`src/rtl/mult_seq_radix.sv`:
```
// Sequential shift-add multiplier retiring BITS_PER_CYCLE multiplier bits per clock (start/busy/done).
// Define MULT_SEQ_ACC_EN to add acc_op/acc_in for accumulate/subtract into {hi,lo}.
module mult_seq_radix #(
  parameter int WIDTH          = 32,
  parameter int BITS_PER_CYCLE = 2
) (
  input  logic                 clk,
  input  logic                 rst,
  input  logic                 start,
  input  logic                 is_signed,
  input  logic                 flush,
  input  logic [WIDTH-1:0]     a,
  input  logic [WIDTH-1:0]     b,
`ifdef MULT_SEQ_ACC_EN
  input  logic [1:0]           acc_op,
  input  logic [2*WIDTH-1:0]   acc_in,
`endif
  output logic                 busy,
  output logic                 done,
  output logic [WIDTH-1:0]     hi,
  output logic [WIDTH-1:0]     lo
);

  localparam int ITER = WIDTH / BITS_PER_CYCLE;
  localparam int CW   = (ITER > 1) ? $clog2(ITER) : 1;

  typedef enum logic [1:0] {IDLE, RUN, FINISH} state_t;

  state_t               state;
  logic [2*WIDTH-1:0]   acc;
  logic [2*WIDTH-1:0]   a_sh;
  logic [WIDTH-1:0]     b_mag;
  logic [CW-1:0]        cnt;
  logic                 sign;
  logic [WIDTH-1:0]     a_abs, b_abs;
  logic [2*WIDTH-1:0]   addend, prod, result;
`ifdef MULT_SEQ_ACC_EN
  logic [1:0]           acc_op_q;
  logic [2*WIDTH-1:0]   acc_in_q;
`endif

  always_comb begin
    a_abs  = (is_signed && a[WIDTH-1]) ? -a : a;
    b_abs  = (is_signed && b[WIDTH-1]) ? -b : b;
    // a_sh already carries the current bit offset, so each digit bit adds a shifted copy
    addend = '0;
    for (int unsigned i = 0; i < BITS_PER_CYCLE; i++) begin
      if (b_mag[i]) addend = addend + (a_sh << i);
    end
    prod   = sign ? -acc : acc;
    result = prod;
`ifdef MULT_SEQ_ACC_EN
    case (acc_op_q)
      2'b01:   result = acc_in_q + prod;
      2'b10:   result = acc_in_q - prod;
      default: result = prod;
    endcase
`endif
  end

  always_ff @(posedge clk or posedge rst) begin
    if (rst) begin
      state    <= IDLE;
      busy     <= 1'b0;
      done     <= 1'b0;
      hi       <= '0;
      lo       <= '0;
      acc      <= '0;
      a_sh     <= '0;
      b_mag    <= '0;
      cnt      <= '0;
      sign     <= 1'b0;
`ifdef MULT_SEQ_ACC_EN
      acc_op_q <= '0;
      acc_in_q <= '0;
`endif
    end else if (flush) begin
      state <= IDLE;
      busy  <= 1'b0;
      done  <= 1'b0;
    end else begin
      case (state)
        IDLE: begin
          done <= 1'b0;
          if (start) begin
            a_sh     <= (2*WIDTH)'(a_abs);
            b_mag    <= b_abs;
            sign     <= is_signed & (a[WIDTH-1] ^ b[WIDTH-1]);
            acc      <= '0;
            cnt      <= CW'(ITER - 1);
            busy     <= 1'b1;
            state    <= RUN;
`ifdef MULT_SEQ_ACC_EN
            acc_op_q <= acc_op;
            acc_in_q <= acc_in;
`endif
          end
        end
        RUN: begin
          acc   <= acc + addend;
          a_sh  <= a_sh << BITS_PER_CYCLE;
          b_mag <= b_mag >> BITS_PER_CYCLE;
          if (cnt == '0) state <= FINISH;
          else           cnt   <= cnt - 1'b1;
        end
        FINISH: begin
          {hi, lo} <= result;
          busy     <= 1'b0;
          done     <= 1'b1;
          state    <= IDLE;
        end
        default: state <= IDLE;
      endcase
    end
  end

endmodule

```
`config.mk`:
```
export PLATFORM = sky130hd
export DESIGN_NAME = mult_seq_radix
export DESIGN_NICKNAME = d
export VERILOG_FILES = /design/src/rtl/mult_seq_radix.sv
export SDC_FILE = /design/constraint.sdc
export NUM_CORES = 1
export LEC_CHECK = 0
export CORE_ASPECT_RATIO = 1.25
export CORE_UTILIZATION = 35
export CTS_CLUSTER_SIZE = 30
export DETAILED_ROUTE_END_ITERATION = 8
export HOLD_SLACK_MARGIN = 0.06
export MAX_ROUTING_LAYER = met4
export PLACE_DENSITY = 0.61
export REMOVE_ABC_BUFFERS = 1
export SLEW_MARGIN = 20
export SYNTH_ARGS = -nofsm -noshare
export SYNTH_HDL_FRONTEND = slang
export SYNTH_SLANG_ARGS = --single-unit
```
`constraint.sdc`:
```
create_clock -name clk -period 14.7 [get_ports clk]
set_input_delay 2.94 -clock clk [delete_from_list [all_inputs] [get_ports clk]]
set_output_delay 2.94 -clock clk [all_outputs]
set_load 0.005 [all_outputs]
```
# [Yosys cells after proc, flatten, opt, wreduce, memory -nomap -nowiden]
# Index checks and enable logic that the tools add are counted.
# W data, S select, Z words.
[totals] register_bits=233 output_inout_bits=66
[classes] add_sub_neg=6 eq_ne=6 mux=23 bitwise=3 n_reduce_logical=12
[ops] operator="$mux W64" count=5
[ops] operator="$pmux W64 S2" count=2
[ops] operator="$add A64 B64 Y64" count=2
[ops] operator="$mux W32" count=3
[ops] operator="$neg A32 Y32" count=2
[ops] operator="$neg A64 Y64" count=1
[ops] operator="$pmux W32 S2" count=1
[ops] operator="$mux W4" count=2
[ops] operator="$pmux W4 S2" count=1
[ops] operator="$mux W2" count=3
[ops] operator="$ne A3 B3 Y1 const B" count=2
[ops] operator="$reduce_and A2 Y1" count=3
[ops] operator="$reduce_and A3 Y1" count=2
[ops] operator="$logic_not A4 Y1" count=1
[ops] operator="$ne A2 B2 Y1 const B" count=2
[ops] operator="$pmux W1 S2" count=2
[ops] operator="$pmux W2 S2" count=1
[ops] operator="$reduce_and A4 Y1" count=1
[ops] operator="$sub A4 B1 Y4 const B" count=1
[ops] operator="$mux W1" count=3
[ops] operator="$reduce_bool A3 Y1" count=1
[ops] operator="$eq A2 B1 Y1 const B" count=1
[ops] operator="$eq A2 B2 Y1 const B" count=1
[ops] operator="$logic_and A1 B1 Y1" count=2
[ops] operator="other kinds (5)" count=5

# [Longest topological paths before layout]
[depth] ltp_word=5 ltp_mapped=38 mapped_depth_nobuf=30

# [Worst setup path before layout]
# Ideal clock, no wire load.
[synth_path] path_kind="reg2reg" start="register b_mag[0]" end="register acc[57]" setup_time_ns=0.083 arrival_ns=8.024 setup_slack_ns=6.593 path_stages_with_launch=35 n_path_buf=9 synth_period_minus_slack_ns=8.107 path_cell_list="dfrtp_1 buf_2 buf_2 buf_2 clkbuf_1 buf_1 clkbuf_1 clkbuf_1 clkbuf_1 clkbuf_1 nand2_1 fa_1 nor2b_1 o211ai_1 o21ai_0 o311ai_1 nand2_1 a21oi_1 a21o_1 a22oi_1 xnor2_1 nand2_1 xor2_1 ha_1 nand4_1 or3b_2 o211ai_1 a41oi_1 o41ai_2 a41oi_1 o31a_1 o21ai_1 a41oi_1 xor2_1 o21ai_0"
[synth_between] elab_chain_cells=5
[synth_rtl] item="from (decl)" line_no="32" text="logic [WIDTH-1:0] b_mag;"
[synth_rtl] item="from (signal assigned)" line_no="87" text="b_mag <= b_abs;"
[synth_rtl] item="from (signal assigned)" line_no="102" text="b_mag <= b_mag >> BITS_PER_CYCLE;"
[synth_rtl] item="$mux W64 *" line_no="48" text="if (b_mag[i]) addend = addend + (a_sh << i);"
[synth_rtl] item="$add A64 B64 Y64" line_no="48"
[synth_rtl] item="$mux W64 *" line_no="48"
[synth_rtl] item="$add A64 B64 Y64 *" line_no="100" text="acc <= acc + addend;"
[synth_rtl] item="$pmux W64 S2 *" line_no="82" text="case (state)"
[synth_rtl] item="to (signal assigned)" line_no="100"
[synth_rtl] item="to (decl)" line_no="30" text="logic [2*WIDTH-1:0] acc;"
# Mark *: on every way between the ends. The rest lies on a longest branch, timed or not.
# A chain may end at the register's enable or synchronous reset.

# [Worst setup path in the final report]
[layout_path] start="register b_mag[0]" end="register acc[61]"
# The elaborated chain is that of the path after synthesis.

==> impl_metrics.py <==
metrics = {
    "critical_path": {
        "crit_required_ns": 15.12,
        "crit_top_cell": "nand2_1",
        "critPathKind": "flop to flop",
        "slowest_stage": "dfrtp_4",
        "critPathMaxFanout": 58,
        "cp.arrival_ns": 8.44,
        "worstSetupStartpointType": "flop",
        "end_kind": "flop",
        "slowest_delay_ns": 0.78,
    },
    "yosys": {
        "synth_top_family_by_area": "compound AO/OA/AOI/OAI gates",
        "ys_top_cells_by_count": "nand2_1, o21ai_0, a21oi_1, dfrtp_1, nor2_1",
        "synth_ff_type": "dfrtp_1",
        "synthXorXnorAreaFrac_pct": 11.1,
        "synth_top_area_share_pct": 28.8,
        "muxShareOfSynthArea_pct": 1.79,
        "synth_compound_area_share_pct": 27.3,
        "synth_fa_ha_area_share_pct": 6.86,
        "synth.ff_latch_count": 233,
        "syn_area_um2": 20200,
        "syn_inst": 2588,
        "synth_edf_count": 0,
        "synthSimpleGateAreaFrac_pct": 19.8,
        "synth_top_area_cell": "dfrtp_1",
        "yosysSeqAreaShare_pct": 28.8,
        "yosys.cell_count.top_type": "nand2_1",
        "synth_area_leaders": "dfrtp_1, xor2_1, o21ai_0",
        "ys_warn_count": 0,
        "avgSynthCellArea_um2": 7.82,
        "yosysUniqueCellTypes": 79,
        "ys_async_sr_fraction_pct": 100,
    },
    "place": {
        "placed_cells": 3316,
        "gp_congestion": 0.913,
        "io_buffer_count": 134,
        "pre_cts_ws_ns": 6.91,
        "dp_hpwl_um": 42200,
    },
    "routing": {
        "ant_nets": 0,
        "drc": 0,
        "first_pass_iters": 5,
        "vias_per_cell": 5.56,
        "num_vias": 18800,
        "drt_iter0_drc": 1000,
        "routedWlPerCell_um": 17.2,
        "routed_wl_um": 57900,
    },
    "cells_and_area": {
        "syn_to_final_growth_pct": 13.9,
        "drive_gt1_share_pct": 5.04,
        "fillers": 5918,
        "fin_nets": 2778,
        "final_core_util_pct": 40.3,
        "final-instance-count-excl-fill": 3374,
    },
    "clock_network": {
        "cts_tree": "built",
        "ctsHoldBuffers": 0,
        "cts_buffers": 29,
        "ctsResizeCount": 0,
        "insertion_delay_ns": 0.57,
        "post_cts_buffers": 0,
        "cts_buffer_depth": 3,
        "cts_sinks": 233,
        "cts-root-buf": "clkbuf_16",
        "htreeDepth": 1,
        "clk_pin_slew_ns": 0.06,
    },
    "floorplan": {
        "die_y_um": 271,
        "die_area_um2": 58800,
        "fp-row-count": 98,
        "io_pins": 135,
        "die_width_um": 217,
        "start_util_pct": 35.4,
        "core-area_um2": 57100,
    },
    "power": {
        "total_power_mw": 2.82,
        "powerDensity_nw_per_um2": 122,
        "vdd.ir_drop.worst_mv": 0.0808,
        "p_leak_nw": 9.97,
    },
    "sta": {
        "max_freq_ghz": 0.125,
        "slew_headroom_pct": 33.6,
        "fin_crit_ns": 8.01,
        "rsz0062_at_grt": "no",
        "worst_slew_pin_slew_ns": 0.995,
        "fin_ws_ns": 6.69,
        "clock_skew_ns": 0.0134,
        "setup_viol": 0,
        "timing.final.max_slew_violations": 0,
        "fin_crit_sh_pct": 54.5,
        "hold_viol_final": 0,
        "fin_tns_setup_ns": 0,
    },
    "global_routing": {
        "antenna_found_initial": 3,
        "grt_use_total_pct": 20.1,
        "grt_overflow": 0,
        "grt_pass1_wl_um": 95400,
        "grt_max_degree": 99,
        "grt_pass1_vias": 18600,
    },
    "flow_run": {
        "maxCapViolations": 0,
    },
    "outcome": {
        "status": "finished clean",
    },
    "worst_hold_path": {
        "timing.hold.worst.class": "flop to flop",
    },
}
## critical path, delay by kind of cell, from the launching register on
kind,cells,cell delay [ns]
AND/OR/NAND/NOR,6,1.40
AO/OA/AOI/OAI,14,3.71
flip-flops,1,0.78
buffers and inverters,3,0.38
adder cells (fa/ha/maj),3,1.00
XOR/XNOR,3,0.58
## metal layers
layer	wire, um	up-vias	global-route usage [%]
li1	-	9346	-
met1	24300	8963	23.0
met2	29900	331	36.1
met3	2040	117	2.34
met4	1650	0	6.34
met5	0	-	-
## metrics by stage
| step | instance area (um2) | hold WS (ns) |
|---|---|---|
| final | 23100 | 0.480 |
| after global routing | 23100 | 0.508 |
| after CTS | 23000 | 0.483 |
| after detailed placement | 22000 | 0.470 |
| after global placement | 22000 | 0.458 |
| after floorplan | 19600 | 0.445 |
## power breakdown
part           internal, mW  switching [mW]  total (mW)  leakage (nW)
Sequential            0.747           0.235       0.981          2.97
Clock                 0.428           0.292       0.720         0.460
Combinational         0.472           0.647        1.12          6.55
## path summary, 6_finish.rpt
kind | startpoint | end | slack (ns) | depth (start not counted)
max in group asynchronous | rst | b_mag[1] | 10.51 | 3
worst min register to register | b_mag[3] | b_mag[3] | 0.48 | 2
worst max-delay path | b_mag[0] | acc[61] | 6.69 | 29
worst min-delay path | b_mag[3] | b_mag[3] | 0.48 | 2
min in group asynchronous | rst | hi[4] | 2.91 | 2
worst max register to register | b_mag[0] | acc[61] | 6.69 | 29
## final cells by class
cell class / count / area [um2] / share of cell area (%)
Multi-Input combinational cell: 2126 / 13600 / 58.9
Sequential cell: 233 / 5840 / 25.3
Timing Repair Buffer: 149 / 1510 / 6.55
Tap cell: 750 / 938 / 4.07
Clock buffer: 37 / 786 / 3.41
Inverter: 61 / 236 / 1.03
Clock inverter: 14 / 156 / 0.678
Antenna cell: 4 / 10.0 / 0.0434
## sequential cells by signal, summed over array words and instances, names as in the netlist, 2 cells and up
register and flops:
a_sh 64, acc 64, b_mag 32, cnt 4, hi 32, lo 32, state 2
## cells in the final DEF, fill, tap and decap left out, types with 77 or more instances in the layout
master / count
nand2_1: 342
o21ai_0: 271
a21oi_1: 261
dfrtp_1: 230
nor2_1: 181
xor2_1: 158
clkdlybuf4s50_1: 134
ha_1: 107
xnor2_1: 97
a21o_1: 77
## cells by family after synthesis
kind of cell             Yosys count
XOR/XNOR                         256
AND/OR/NAND/NOR                  830
multiplexers                      33
AO/OA/AOI/OAI                    897
adder cells (fa/ha/maj)          110
flip-flops                       233
buffers and inverters            229
(Power assumes the default switching activity.)
